===== src/rtl/refclk_pattern_top.sv =====
// refclk_pattern_top: free-running binary/Gray/walking-one pattern generator on the reference clock
// Ports: ref_clk            single-ended reference clock (default build)
//        ref_clk_p/ref_clk_n differential reference clock (when DIFF_REFCLK_EN is defined)
//        rst_n              asynchronous active-low reset
//        out                registered WIDTH-bit pattern, one step every PRESCALE clocks
// Optional build macro: DIFF_REFCLK_EN
module refclk_pattern_top #(
  parameter int WIDTH    = 8,
  parameter int PRESCALE = 4,
  parameter int MODE     = 0
) (
`ifdef DIFF_REFCLK_EN
  input  logic             ref_clk_p,
  input  logic             ref_clk_n,
`else
  input  logic             ref_clk,
`endif
  input  logic             rst_n,
  output logic [WIDTH-1:0] out
);
  localparam int PW = PRESCALE > 1 ? $clog2(PRESCALE) : 1;
  localparam logic [PW-1:0] PMAX = PW'(PRESCALE - 1);
  localparam logic [WIDTH-1:0] WV = WIDTH'(WIDTH);
  if (WIDTH < 2) begin : g_bad_width
    $error("refclk_pattern_top: WIDTH must be >= 2");
  end
  if (PRESCALE < 1) begin : g_bad_prescale
    $error("refclk_pattern_top: PRESCALE must be >= 1");
  end
  if (MODE < 0 || MODE > 2) begin : g_bad_mode
    $error("refclk_pattern_top: MODE must be 0, 1 or 2");
  end
  logic clk;
`ifdef DIFF_REFCLK_EN
  // Differential receiver model: follow the P leg only while the pair is complementary.
  always_latch if (ref_clk_p != ref_clk_n) clk <= ref_clk_p;
`else
  assign clk = ref_clk;
`endif
  // Async assert, sync deassert: rst_int_n rises on the 2nd edge that sees rst_n high.
  logic [1:0] sync_q;
  logic       rst_int_n;
  always_ff @(posedge clk or negedge rst_n)
    if (!rst_n) sync_q <= '0;
    else sync_q <= {sync_q[0], 1'b1};
  assign rst_int_n = sync_q[1];
  logic [PW-1:0]    pre_q, pre_d;
  logic [WIDTH-1:0] cnt_q, cnt_d, out_d;
  logic             tick;
  always_comb begin
    tick  = pre_q == PMAX;
    pre_d = tick ? '0 : pre_q + 1'b1;
    cnt_d = tick ? cnt_q + 1'b1 : cnt_q;
    out_d = MODE == 0 ? cnt_q : MODE == 1 ? cnt_q ^ (cnt_q >> 1) : WIDTH'(1) << (cnt_q % WV);
  end
  always_ff @(posedge clk or negedge rst_int_n)
    if (!rst_int_n) begin
      pre_q <= '0;
      cnt_q <= '0;
      out   <= '0;
    end else begin
      pre_q <= pre_d;
      cnt_q <= cnt_d;
      out   <= out_d;
    end
endmodule


===== config.mk =====
export PLATFORM = sky130hd
export DESIGN_NAME = refclk_pattern_top
export DESIGN_NICKNAME = d
export VERILOG_FILES = /design/src/rtl/refclk_pattern_top.sv
export SDC_FILE = /design/constraint.sdc
export NUM_CORES = 1
export LEC_CHECK = 0
export BUFFER_PORTS_ARGS = -buffer_cell sky130_fd_sc_hd__buf_4
export CAP_MARGIN = 10
export CORE_MARGIN = 2
export CORE_UTILIZATION = 30
export CTS_BUF_LIST = sky130_fd_sc_hd__clkbuf_16
export DETAILED_ROUTE_END_ITERATION = 7
export GPL_ROUTABILITY_DRIVEN = 1
export PLACE_DENSITY = 0.49
export SLEW_MARGIN = 30
export SYNTH_ARGS = -nofsm -noshare
export SYNTH_HDL_FRONTEND = slang
export SYNTH_SLANG_ARGS = --single-unit

===== constraint.sdc =====
create_clock -name ref_clk -period 0.9 [get_ports ref_clk]
set_clock_uncertainty 0.15 [all_clocks]
set_input_delay 0.18 -clock ref_clk [delete_from_list [all_inputs] [get_ports ref_clk]]
set_output_delay 0.18 -clock ref_clk [all_outputs]
set_load 0.005 [all_outputs]

Word-level counts from Yosys, hierarchy flattened

Cells that the tools add are included.

Add/subtract/negate cells: 2
Multipliers: 0
Divide/modulo/power cells: 0
Magnitude comparators: 0
Equal/unequal tests: 1
Shifts and indexed selects: 0
Multiplexer cells: 1
Bitwise operators: 0
Reductions and logical operators: 0

Operators by type and width:

| kind                                                           | count |
|---|---|
| 8-bit by 1-bit adder with 8-bit output (second input constant) | 1 |
| 2-bit by 1-bit adder with 2-bit output (second input constant) | 1 |
| 2-bit == test (second input constant)                          | 1 |
| 2-bit two-way mux                                              | 1 |

Bits in registers: 20
Latch bits: 0
Memory bits (writable): 0
ROM bits: 0
Input bits: 2
Logic and storage cells: 8
Memories kept: 0

Logic depth before layout (Yosys ltp)

Depth in word-level cells: 2
Gate-level depth with buffers: 5
Mapped depth without buffers: 4

Least setup slack after synthesis

Ideal clock, no wire load.

Kind: reg-to-reg
Start: reg pre_q[0]
End: reg cnt_q[1]
Arrival: 984 ps
Required time: 623 ps
Path slack: -362 ps
Cell stages (with the launch flop): 4
Path buffers: 1
Path through: dfrtp_1 ha_1 buf_4 mux2_1

Cells in the longest elaborated chain, start to end: 1

Ends and longest elaborated chain:

| what                   | line | text |
|---|---|---|
| from (decl)            | 47   | `logic [PW-1:0] pre_q, pre_d;` |
| from (signal assigned) | 62   | `pre_q <= pre_d;` |
| 2-bit == test          | 51   | `tick = pre_q == PMAX;` |
| to (signal assigned)   | 63   | `cnt_q <= cnt_d;` |
| to (decl)              | 48   | `logic [WIDTH-1:0] cnt_q, cnt_d, out_d;` |

No other way between the ends.
A chain may end at the register's enable or synchronous reset.

Worst setup path after layout

Start: reg pre_q[0]
End: reg cnt_q[0]

Same word-level chain as after synthesis.

==> out/results.tsv <==
stage	metric	value	unit
clock_network	Skew-Pair Late Insertion Delay	250	ps
die	Die Wd	51.2	microns
drt	vias per cell	4.19	
setup_path	type of element capturing the critical path	flop	
power	Flop pwr share	49.3	%
power	relative contribution of combinational cells to total power	1.7	%
power	switching share of total power	17.9	%
power	switching component of the power	328	uW
logic_synthesis	cell count after synthesis	42	
sta	unrepaired setup endpoints after global routing	true	
sta	final hold violations	0	
grt	GRT Overall Usage	9.12	%
logic_synthesis	post-synthesis cell type with the largest combined area	dfrtp_1	
sta	Final period util	138	%
place	Detail Placement HPWL	630	microns
setup_path	Worst Setup SP	pre_q[0]$_DFF_PN0_	
logic_synthesis	leading cell types by total area after synthesis	dfrtp_1 75%, xnor2_1 5.2%, xor2_1 3.9%	
grt	antenna violations before repair	0	
die	Core Rows	17	
clock_network	number of CTS-inserted buffers	3	
place	pre-CTS setup slack	-384	ps
logic_synthesis	synthesized net count	46	
die	number of top-level pins	10	
setup_path	peak fanout along the critical path	5	
setup_path	R2R setup slack	-340	ps
clock_network	clock root buffer master	clkbuf_16	
sta	fmax	0.805	GHz
clock_network	maximum buffer depth of the clock tree	2	
layout	final core area utilization	48.0	%
logic_synthesis	mean instance size in the synthesized netlist	15.9	sq um
logic_synthesis	number of library cell types mapped by synthesis	13	
drt	Initial DRT Pass Iterations	4	
logic_synthesis	most repeated cell in the gate-level netlist after synthesis	dfrtp_1	
logic_synthesis	post-synthesis cell area	669	sq um
power	clock network power share	48.9	%
logic_synthesis	register area share after synthesis	74.8	%
layout	fraction of final layout cells with drive strength greater than 1	44.1	%
layout	Layout Cells excl Fill	96	
drt	wire per inst	10.4	microns
power	cell-internal power	1510	uW
setup_path	depth of the worst register-to-register path	4	
drt	DRC	0	
drt	Post-DRT Antenna Nets	0	
clock_network	CTS tree	built	
min_path	type of the worst min-delay path	flop to asynchronous set/reset pin	
setup_path	master of the slowest instance on the critical path	dfrtp_1	
power	IR drop worst, VDD	901	uV
setup_path	Critical R2R Launch	pre_q[0]$_DFF_PN0_	
clock_network	CTS H-tree depth	1	
layout	Post-layout nets	73	
status	failing checks	negative setup slack	
grt	vias in the first global route	404	
grt	first-pass GRT wire length	1.73	mm
layout	fill cell instance count of the final layout	196	
place	quantity of I/O buffers inserted on ports	9	
place	final weighted congestion in routability-driven placement	0.648	
setup_path	end of the critical path	cnt_q[0]$_DFFE_PN0N_	
setup_path	Data arrival, critical path	1230	ps
status	run status	finished with violations	
clock_network	CTS Sinks	20	
grt	remaining global-route overflow	0	
sta	worst hold slack after final layout	37.5	ps
setup_path	cells traversed along the worst timing path	ha_4, buf_4, buf_6, xor2_1	
logic_synthesis	ys async rst share	100	%
layout	antenna cells	0	
place	number of placed instances with taps included	87	
layout	Area growth syn-to-layout	55.7	%
setup_path	endpoint of the most critical register-to-register path	cnt_q[0]$_DFFE_PN0N_	
die	floorplan die area	0.00263	sq mm
sta	final worst path period need	1240	ps
die	Core Box Area	0.00217	sq mm
logic_synthesis	number of flops mapped to enable cells by yosys	0	
job	Max Cap Violations	0	
clock_network	Reg clk slew, reported paths	50	ps
setup_path	startpoint type of the worst setup path	flop	
logic_synthesis	share of Yosys cell area claimed by the top area cell type	74.8	%
grt	maximum number of pins on one net before global-route repair	19	
die	starting density of the core	30.9	%
logic_synthesis	leading register cell type out of synthesis	dfrtp_1	
die	DIE HEIGHT	51.2	microns
setup_path	data required time of the critical path	890	ps
drt	via total after detailed routing	402	
sta	final worst-path setup slack	-342	ps
power	static leakage	0.000514	uW
sta	final setup violation count	17	
sta	max-slew violations	0	
power	total power density per cell area	1760	mW/mm^2
drt	drt total wl	1.00	mm
setup_path	type of the setup path with the least slack	flop to flop	
drt	Detailed Route Iter0 Violations	6	
logic_synthesis	register bit total from synthesis	20	
logic_synthesis	commonest cells in the synthesized netlist	20 x dfrtp_1, 4 x xnor2_1, 3 x nand2_1, 3 x xor2_1	
setup_path	critical path's largest stage delay	400	ps
logic_synthesis	Yosys warning total	0	
==> through the flow <==
step           cell area, sq um  total power [uW]  setup TNS (ps)
2_1_floorplan               679               933           -1850
3_3_place_gp                851               952           -2050
3_5_place_dp                851               953           -2200
4_1_cts                    1020              1870           -3660
5_1_grt                    1040              1910           -4390
6_report                   1040              1840           -3630
==> worst min path at each step <==
stage	start	endpoint	slack, ps	cells past startpoint
finish	sync_q[1]$_DFF_PN0_	cnt_q[5]$_DFFE_PN0N_	40	1
global route	sync_q[1]$_DFF_PN0_	out[2]$_DFF_PN0_	60	1
CTS	sync_q[1]$_DFF_PN0_	out[6]$_DFF_PN0_	50	1
detailed placement	rst_n	sync_q[1]$_DFF_PN0_	-190	1
global placement	rst_n	sync_q[0]$_DFF_PN0_	-190	1
floorplan	rst_n	sync_q[0]$_DFF_PN0_	-270	0
==> cells by family after synthesis <==
group                    share of synthesized area, %
multiplexers                                     1.68
other                                           0.560
AND/OR/NAND/NOR                                  8.97
buffers and inverters                            1.12
flip-flops                                       74.8
XOR/XNOR                                         9.16
adder cells (fa/ha/maj)                          3.74
==> layer usage <==
layer	share of wire, %	GRT usage, %	vias up
met1	43	12.0	203
met2	51	13.4	7
li1	-	-	190
met5	0	0	-
met3	2.6	2.63	2
met4	2.7	5.26	0
==> placed cells by master, fill, tap and decap left out, types with 2 or more instances in the layout <==
master,Yosys,routed
xor2_1,3,3
dfrtp_1,20,20
nand2_1,3,3
xnor2_1,4,4
nand4_1,2,2
clkbuf_16,0,3
buf_4,1,9
buf_6,0,12
==> registers in the layout, indices dropped and copies added, names as in the netlist <==
register  flops
out           8
sync_q        2
pre_q         2
cnt_q         8
==> what timing repair did <==
action                                  CTS  global route
hold buffers                              1             0
buffers inserted                          3             1
pin swaps                                 3             3
endpoints found under the setup margin   18            19
gates resized for setup                  12             4
endpoints found under the hold margin     2             0
==> critical path: cells and delay by family, from the launching register on <==
kind	cells	cell delay (ps)
xor+xnor	1	130
flops	1	400
buf+inv	2	240
fa+ha+maj	1	200
==> power groups by stage <==
stage               Sequential, uW  Combinational (uW)  Clock, uW
finish                         907                31.5        900
detailed placement             923                30.3          0
floorplan                      932               0.361          0
global placement               923                30.0          0
global route                   907                36.5        965
CTS                            907                33.6        933
==> final cells by class <==
type | count | area, sq um | area share (%)
flip-flops and latches | 20 | 500 | 48.0
repair buffers | 23 | 233 | 22.3
multi-input cells | 21 | 195 | 18.7
clock buffers | 3 | 75.1 | 7.20
well taps | 28 | 35.0 | 3.36
clock inverters | 1 | 3.75 | 0.360
(Power assumes the default switching activity.)
